==> src/rtl/uart_msg_parser.sv <==
// Receive-side message framer: $ + 3-char type + '-' + payload + '#'.
// Streams payload bytes tagged with the decoded type and reports start, done, length and errors.
module uart_msg_parser #(
    parameter int unsigned MAX_PAYLOAD    = 32,
    parameter int unsigned TIMEOUT_CYCLES = 500000,
    parameter logic [7:0]  SOF            = 8'h24,
    parameter logic [7:0]  SEP            = 8'h2D,
    parameter logic [7:0]  EOF            = 8'h23
) (
    input  logic       clk_50M,
    input  logic       rst_n,
    input  logic [7:0] rx_data,
    input  logic       rx_valid,
    output logic [7:0] pl_data,
    output logic       pl_valid,
    output logic [1:0] msg_type,
    output logic       msg_start,
    output logic       msg_done,
    output logic [7:0] msg_len,
    output logic       msg_err,
    output logic [1:0] err_code,
    output logic       busy
);

    localparam int unsigned CW = $clog2(MAX_PAYLOAD + 1);
    localparam int unsigned TW = (TIMEOUT_CYCLES > 2) ? $clog2(TIMEOUT_CYCLES) : 1;
    localparam logic [CW-1:0] CNT_MAX  = CW'(MAX_PAYLOAD);
    localparam logic [TW-1:0] TMO_LAST = TW'(TIMEOUT_CYCLES - 1);

    localparam logic [2:0] IDLE     = 3'd0;
    localparam logic [2:0] TYPE0    = 3'd1;
    localparam logic [2:0] TYPE1    = 3'd2;
    localparam logic [2:0] TYPE2    = 3'd3;
    localparam logic [2:0] SEP_WAIT = 3'd4;
    localparam logic [2:0] PAYLOAD  = 3'd5;

    localparam logic [1:0] T_NONE = 2'd0;
    localparam logic [1:0] T_RDM  = 2'd1;
    localparam logic [1:0] T_RPM  = 2'd2;
    localparam logic [1:0] T_SLM  = 2'd3;

    localparam logic [1:0] E_FRAME = 2'd0;
    localparam logic [1:0] E_TYPE  = 2'd1;
    localparam logic [1:0] E_OVFL  = 2'd2;
    localparam logic [1:0] E_TMO   = 2'd3;

    logic [2:0]    state_q, state_d;
    logic [7:0]    id0_q, id0_d, id1_q, id1_d;
    logic [1:0]    type_q, type_d;
    logic [CW-1:0] cnt_q, cnt_d;
    logic [TW-1:0] tmo_q, tmo_d;
    logic [7:0]    pl_data_q, pl_data_d;
    logic          pl_valid_q, pl_valid_d;
    logic [1:0]    msg_type_q, msg_type_d;
    logic          msg_start_q, msg_start_d;
    logic          msg_done_q, msg_done_d;
    logic [7:0]    msg_len_q, msg_len_d;
    logic          msg_err_q, msg_err_d;
    logic [1:0]    err_code_q, err_code_d;
    logic          busy_q, busy_d;
    logic [1:0]    id_dec;

    // Type decode uses the live third character so the match lands with it
    always_comb begin
        id_dec = T_NONE;
        if ({id0_q, id1_q, rx_data} == "RDM") id_dec = T_RDM;
        if ({id0_q, id1_q, rx_data} == "RPM") id_dec = T_RPM;
        if ({id0_q, id1_q, rx_data} == "SLM") id_dec = T_SLM;
    end

    always_comb begin
        state_d     = state_q;
        id0_d       = id0_q;
        id1_d       = id1_q;
        type_d      = type_q;
        cnt_d       = cnt_q;
        tmo_d       = tmo_q;
        pl_data_d   = pl_data_q;
        pl_valid_d  = 1'b0;
        msg_start_d = 1'b0;
        msg_done_d  = 1'b0;
        msg_len_d   = msg_len_q;
        msg_err_d   = 1'b0;
        err_code_d  = err_code_q;
        msg_type_d  = T_NONE;

        if (rx_valid) begin
            tmo_d = '0;
            if (state_q != IDLE && rx_data == SOF) begin
                // Resync: this SOF opens the next frame
                msg_err_d  = 1'b1;
                err_code_d = E_FRAME;
                state_d    = TYPE0;
            end else begin
                case (state_q)
                    IDLE:  if (rx_data == SOF) state_d = TYPE0;
                    TYPE0: begin id0_d = rx_data; state_d = TYPE1; end
                    TYPE1: begin id1_d = rx_data; state_d = TYPE2; end
                    TYPE2: begin
                        if (id_dec != T_NONE) begin
                            type_d  = id_dec;
                            state_d = SEP_WAIT;
                        end else begin
                            msg_err_d  = 1'b1;
                            err_code_d = E_TYPE;
                            state_d    = IDLE;
                        end
                    end
                    SEP_WAIT: begin
                        if (rx_data == SEP) begin
                            msg_start_d = 1'b1;
                            cnt_d       = '0;
                            state_d     = PAYLOAD;
                        end else begin
                            msg_err_d  = 1'b1;
                            err_code_d = E_FRAME;
                            state_d    = IDLE;
                        end
                    end
                    PAYLOAD: begin
                        if (rx_data == EOF) begin
                            msg_done_d = 1'b1;
                            msg_len_d  = 8'(cnt_q);
                            state_d    = IDLE;
                        end else if (cnt_q == CNT_MAX) begin
                            msg_err_d  = 1'b1;
                            err_code_d = E_OVFL;
                            state_d    = IDLE;
                        end else begin
                            pl_valid_d = 1'b1;
                            pl_data_d  = rx_data;
                            cnt_d      = cnt_q + CW'(1);
                        end
                    end
                    default: state_d = IDLE;
                endcase
            end
        end else if (state_q != IDLE) begin
            if (tmo_q == TMO_LAST) begin
                msg_err_d  = 1'b1;
                err_code_d = E_TMO;
                tmo_d      = '0;
                state_d    = IDLE;
            end else begin
                tmo_d = tmo_q + TW'(1);
            end
        end else begin
            tmo_d = '0;
        end

        // Type is visible from msg_start through the terminating pulse only
        if (state_d == PAYLOAD)      msg_type_d = type_q;
        else if (state_q == PAYLOAD) msg_type_d = msg_type_q;

        busy_d = (state_d != IDLE);
    end

    always_ff @(posedge clk_50M or negedge rst_n) begin
        if (!rst_n) begin
            state_q     <= IDLE;
            id0_q       <= '0;
            id1_q       <= '0;
            type_q      <= T_NONE;
            cnt_q       <= '0;
            tmo_q       <= '0;
            pl_data_q   <= '0;
            pl_valid_q  <= 1'b0;
            msg_type_q  <= T_NONE;
            msg_start_q <= 1'b0;
            msg_done_q  <= 1'b0;
            msg_len_q   <= '0;
            msg_err_q   <= 1'b0;
            err_code_q  <= '0;
            busy_q      <= 1'b0;
        end else begin
            state_q     <= state_d;
            id0_q       <= id0_d;
            id1_q       <= id1_d;
            type_q      <= type_d;
            cnt_q       <= cnt_d;
            tmo_q       <= tmo_d;
            pl_data_q   <= pl_data_d;
            pl_valid_q  <= pl_valid_d;
            msg_type_q  <= msg_type_d;
            msg_start_q <= msg_start_d;
            msg_done_q  <= msg_done_d;
            msg_len_q   <= msg_len_d;
            msg_err_q   <= msg_err_d;
            err_code_q  <= err_code_d;
            busy_q      <= busy_d;
        end
    end

    assign pl_data   = pl_data_q;
    assign pl_valid  = pl_valid_q;
    assign msg_type  = msg_type_q;
    assign msg_start = msg_start_q;
    assign msg_done  = msg_done_q;
    assign msg_len   = msg_len_q;
    assign msg_err   = msg_err_q;
    assign err_code  = err_code_q;
    assign busy      = busy_q;

endmodule

==> config.mk <==
export PLATFORM = sky130hd
export DESIGN_NAME = uart_msg_parser
export DESIGN_NICKNAME = d
export VERILOG_FILES = /design/src/rtl/uart_msg_parser.sv
export SDC_FILE = /design/constraint.sdc
export NUM_CORES = 1
export LEC_CHECK = 0
export BUFFER_PORTS_ARGS = -buffer_cell sky130_fd_sc_hd__buf_2
export CORE_MARGIN = 8
export CORE_UTILIZATION = 35
export DETAILED_ROUTE_END_ITERATION = 10
export SETUP_SLACK_MARGIN = 0.15
export SYNTH_ARGS = -nofsm -noshare
export SYNTH_HDL_FRONTEND = slang
export SYNTH_SLANG_ARGS = --single-unit
==> constraint.sdc <==
create_clock -name clk_50M -period 4.3 [get_ports clk_50M]
set_input_delay 0.215 -clock clk_50M [delete_from_list [all_inputs] [get_ports clk_50M]]
set_output_delay 0.215 -clock clk_50M [all_outputs]
set_load 0.01 [all_outputs]
* Yosys cells after proc, flatten, opt, wreduce, memory -nomap -nowiden *
Index checks and enable logic that the tools add are counted.
W data, S select, Z words.

word-level totals
  output and inout port bits = 25
  register bits = 69
  memories kept = 0
  memory bits (writable) = 0
  memory bits (read-only) = 0
  bits of input ports = 11
  bits in latches = 0

cells by class
  eq/ne operators = 23
  muxes and demuxes = 53
  $mul = 0
  shift-type cells = 0
  bitwise logic cells = 3
  divide/modulo/power cells = 0
  add/subtract/negate cells = 2
  reductions and logical operators = 15
  magnitude comparators = 0

operator list
  kind                     count
  $eq A24 B23 Y1 const B   3
  $mux W19                 3
  $mux W3                  9
  $eq A8 B6 Y1 const B     3
  $mux W2                  12
  $mux W1                  22
  $add A19 B1 Y19 const B  1
  $eq A19 B19 Y1 const B   1
  $mux W6                  3
  $pmux W3 S6              1
  $ne A4 B4 Y1 const B     4
  $pmux W6 S2              1
  $eq A3 B3 Y1 const B     3
  $ne A2 B2 Y1 const B     4
  $reduce_and A4 Y1        2
  $reduce_bool A2 Y1       4
  $reduce_and A7 Y1        1
  $add A6 B1 Y6 const B    1
  $eq A3 B2 Y1 const B     2
  $eq A6 B6 Y1 const B     1
  $pmux W2 S3              1
  $reduce_and A3 Y1        2
  $reduce_and A6 Y1        1
  $reduce_bool A3 Y1       2
  7 further kinds          9

* Logic depth before layout (Yosys ltp) *
  depth after elaboration = 11
  depth in mapped cells = 8
  gate-level depth less buffers = 7

* Worst setup path before layout *
Ideal clock, no wire load.

  path type = register -> register
  start point = register state_q[0]
  end point = register pl_data_q[3], in the netlist pl_data[3]
  stages on the path, launching flop included = 8
  library setup time = 125 ps
  path buffers = 3
  arrival time = 1922 ps
  path slack = 2253 ps
  cells stage by stage = dfrtp_1 > buf_2 > or3_1 > clkbuf_1 > a21o_1 > nor3_4 > buf_4 > mux2_2

on the way
  longest elaborated chain between the ends = 4
  elaborated cells on any way between the ends = 5

RTL lines
  item                           line  source
  start, declared                47    logic [2:0] state_q, state_d;
  start signal, assigned         176   state_q <= state_d;
  $reduce_bool A3 Y1             89    if (state_q != IDLE && rx_data == SOF) begin
  $logic_and A1 B1 Y1            89
  $not A1 Y1 (no line)           --
  $reduce_and A5 Y1 (no line) *  --
  end signal, assigned           182   pl_data_q <= pl_data_d;
  end, declared                  52    logic [7:0] pl_data_q, pl_data_d;

Mark *: on every way between the ends. The rest lies on a longest branch, timed or not.
A chain may end at the register's enable or synchronous reset.

* Worst setup path in the final report *
  start point = register state_q[1]
  end point = register msg_type_q[1], in the netlist msg_type[1]

on the way
  longest elaborated chain between the ends = 7
  elaborated cells on any way between the ends = 19

RTL lines
  item                                               line  source
  $mux W3                                            125   end else if (cnt_q == CNT_MAX) begin
  $mux W3                                            121   if (rx_data == EOF) begin
  $pmux W3 S6                                        95    case (state_q)
  $mux W3                                            89
  $mux W3                                            87    if (rx_valid) begin
  $eq A3 B3 Y1                                       152   if (state_d == PAYLOAD) msg_type_d = type_q;
  $ne A2 B2 Y1 (no line) or $mux W2 (tied branches)  --
  end signal, assigned                               184   msg_type_q <= msg_type_d;
  end, declared                                      54    logic [1:0] msg_type_q, msg_type_d;

Parallel ways exist; a longest one is shown, timed or not.

==> reports/qor.yml <==
detailed_routing:
  vias: 2351
  final_antenna_net_count: 0
  drt_first_pass_iters: 4
  vias_per_cell: 5.178
  drc: 0
  wire_per_inst_um: 15.38
  routed_wl_um: 6983
  detail_route.iter0.violations: 137
floorplan:
  core_area_um2: 9153
  row_count: 35
  die_width_um: 112.6
  ios: 36
  dieArea_um2: 12690
  chipHeight_um: 112.6
  start_util: 0.3571
clock_tree:
  cts_tree: "done"
  cts_setup_buffers: 0
  clock_latency_ns: 0.35
  cts.sinks: 69
  clkTransAtPathRegs_ns: 0.07
  root_buffer: "clkbuf_8"
  cts_buffers: 9
  clock_path_buffers: 2
  htree_levels: 3
critical_path:
  reg2reg_from: "state_q[1]$_DFF_PN0_"
  startpoint: "state_q[1]$_DFF_PN0_"
  crit_type: "flip-flop to flip-flop"
  worstPathArrival_ns: 2.65
  required_ns: 4.57
  cp-start-kind: "flip-flop"
  crit_path_max_fanout: 11
  endpoint_kind: "flip-flop"
yosys:
  ys_top_cells_by_area: "dfrtp_1 53%, mux2_2 8.3%, nand2_1 4.1%, nor2_1 3.3%, xor2_1 2.7%"
  yosysTopAreaCellShare: 0.5283
  synth_compound_area_frac: 0.08155
  ys_ff_latch: 69
  synth-simple-area-share: 0.2175
  synth_edf_count: 0
  synth_top_family_by_area: "simple AND/OR/NAND/NOR gates"
  synth_ff_type: "dfrtp_1"
  yosys_warnings: 0
  synth_area_leader_cell: "dfrtp_1"
  synth_seq_area_share: 0.5283
  synthMuxAreaShare: 0.08882
  synthDistinctLibCells: 52
  synthArstFlopShare: 1.000
  yosysMostFrequentCell: "dfrtp_1"
  yosys.area_share.adder: 0.01149
  synth_xor_area_frac: 0.04824
  syn_area_per_cell_um2: 10.89
  synth_area_um2: 3268
  syn_inst: 300
  synthTopCellsByCount: "69 x dfrtp_1, 36 x nand2_1, 29 x nor2_1, 24 x mux2_2, 14 x o21ai_0"
pwr:
  powerDensity_nw_per_um2: 478.6
  comb_power_share: 0.215
  p_sw_frac: 0.2884
  p_int_mw: 1.278
  clkPwrFrac: 0.307
  power_frac_seq: 0.478
  ir_drop_mv: 0.2835
  power.switching_mw: 0.5179
  p_leak_nw: 1.648
global_route:
  grt_pass1_vias: 2388
  track_usage: 0.1168
  gr-usage-met2: 0.1744
  grt_max_degree: 37
  met3_usage: 0.04133
  antenna_found_initial: 0
  busiest_layer: "met2"
  grt_pass1_wl_um: 11880
  overflow: 0
  grtUsageMet1: 0.1485
final_layout:
  final_area_um2: 3752
  drive_gt1_frac: 0.2420
  n_antenna_cell: 0
  area_growth_pct: 14.82
  nets: 352
status:
  status: "finished, final reports clean"
timing:
  report.final.slew_viol_count: 0
  relSlewSlack: 0.4562
  final-hold-violation-count: 0
  tightest_slew_ns: 0.8158
  fmax_mhz: 420.1
  setup_viol: 0
  fin_crit_ns: 2.380
  setup_tns_ns: 0
  period_share: 0.5535
  rsz0062_at_grt: "false"
  skew_ns: 0.009875
placement:
  place_hpwl_um: 4950
  io_buffers: 33
  dpl_cell_area_um2: 3531
  place.gp.congestion: 0.8230
worst_hold_path:
  hp-class: "input pin to flip-flop"
  hold_start: "rx_data[1]"
flow_run:
  maxCapViolCount: 0
[through the flow]
step           worst slack (ns)    util  total power, mW  std cells  hold WS [ns]
2_1_floorplan             2.253       -            1.147        301      -0.08059
3_5_place_dp              1.962  0.3858            1.259        437        0.3532
4_1_cts                   1.914  0.4100            1.818        454        0.1875
5_1_grt                   1.706  0.4100            1.906        454        0.2073
3_3_place_gp              1.984  0.3858            1.247        437        0.3326
6_report                  1.920  0.4100            1.796        454        0.2190
[worst paths after layout]
path | slack, ns | depth (start not counted) | endpoint
max | 1.92 | 6 | msg_type[1]$_DFFE_PN0P_
min | 0.22 | 2 | pl_data[1]$_DFFE_PN0P_
max reg2reg | 1.92 | 6 | msg_type[1]$_DFFE_PN0P_
min reg2reg | 0.47 | 2 | msg_len[5]$_DFFE_PN0P_
max in group asynchronous | 2.86 | 3 | pl_data[3]$_DFFE_PN0P_
min in group asynchronous | 0.50 | 2 | tmo_q[8]$_DFF_PN0_
[worst max-delay path, stage by stage, from the launching register on]
cell      delay [ns]
dfrtp_1         0.52
nand3b_1        0.35
a21o_1          0.27
o21ai_0         0.34
o21ai_0         0.21
a21boi_0        0.38
mux2i_1         0.24
[cell usage in the layout, fill, tap and decap left out, types with 4 or more instances in the layout]
master and count:
xnor2_1 8, o21ai_0 14, nand3_1 12, nand4_1 5
dfrtp_1 69, nor4b_1 5, inv_1 6, a21oi_1 6
mux2_2 24, nand2_1 36, nand3b_1 4, xor2_1 10
or3_1 4, clkbuf_8 12, buf_2 33, nor2_1 29
a31oi_1 4
[flip-flops by register name, indices dropped and copies added (netlist names), 2 cells and up]
register  flops
id0_q         8
id1_q         8
msg_type      2
type_q        2
pl_data       8
cnt_q         6
tmo_q        19
msg_len       6
err_code      2
state_q       3
[per-layer routing]
layer / vias to the layer above / share of wire
li1: 1140 / -
met1: 1141 / 0.48
met2: 53 / 0.45
met3: 17 / 0.049
met4: 0 / 0.022
met5: - / 0
[power by group through the flow]
stage	Combinational (mW)	Sequential [mW]	Clock (mW)
global placement	0.381	0.866	0
global route	0.433	0.878	0.595
floorplan	0.306	0.841	0
finish	0.385	0.859	0.552
detailed placement	0.388	0.871	0
CTS	0.391	0.859	0.568
[final cells by class]
cell class | count | area, um2
Fill cell | 894 | 5400
Sequential cell | 69 | 1727
Multi-Input combinational cell | 217 | 1470
Timing Repair Buffer | 35 | 182.7
Clock buffer | 13 | 168.9
Tap cell | 111 | 138.9
Clock inverter | 3 | 42.54
Inverter | 6 | 22.52
[what timing repair did]
action | 4_1_cts | 5_1_grt
endpoints found under the hold margin | 35 | 0
hold buffers | 1 | 0
resized for setup | 0 | 0
[kinds of logic after synthesis]
logic type,Yosys count
XOR/XNOR,18
AO/OA/AOI/OAI,41
AND/OR/NAND/NOR,127
flip-flops,69
adder cells (fa/ha/maj),3
other,1
buffers and inverters,15
multiplexers,26
(Power assumes the default switching activity.)
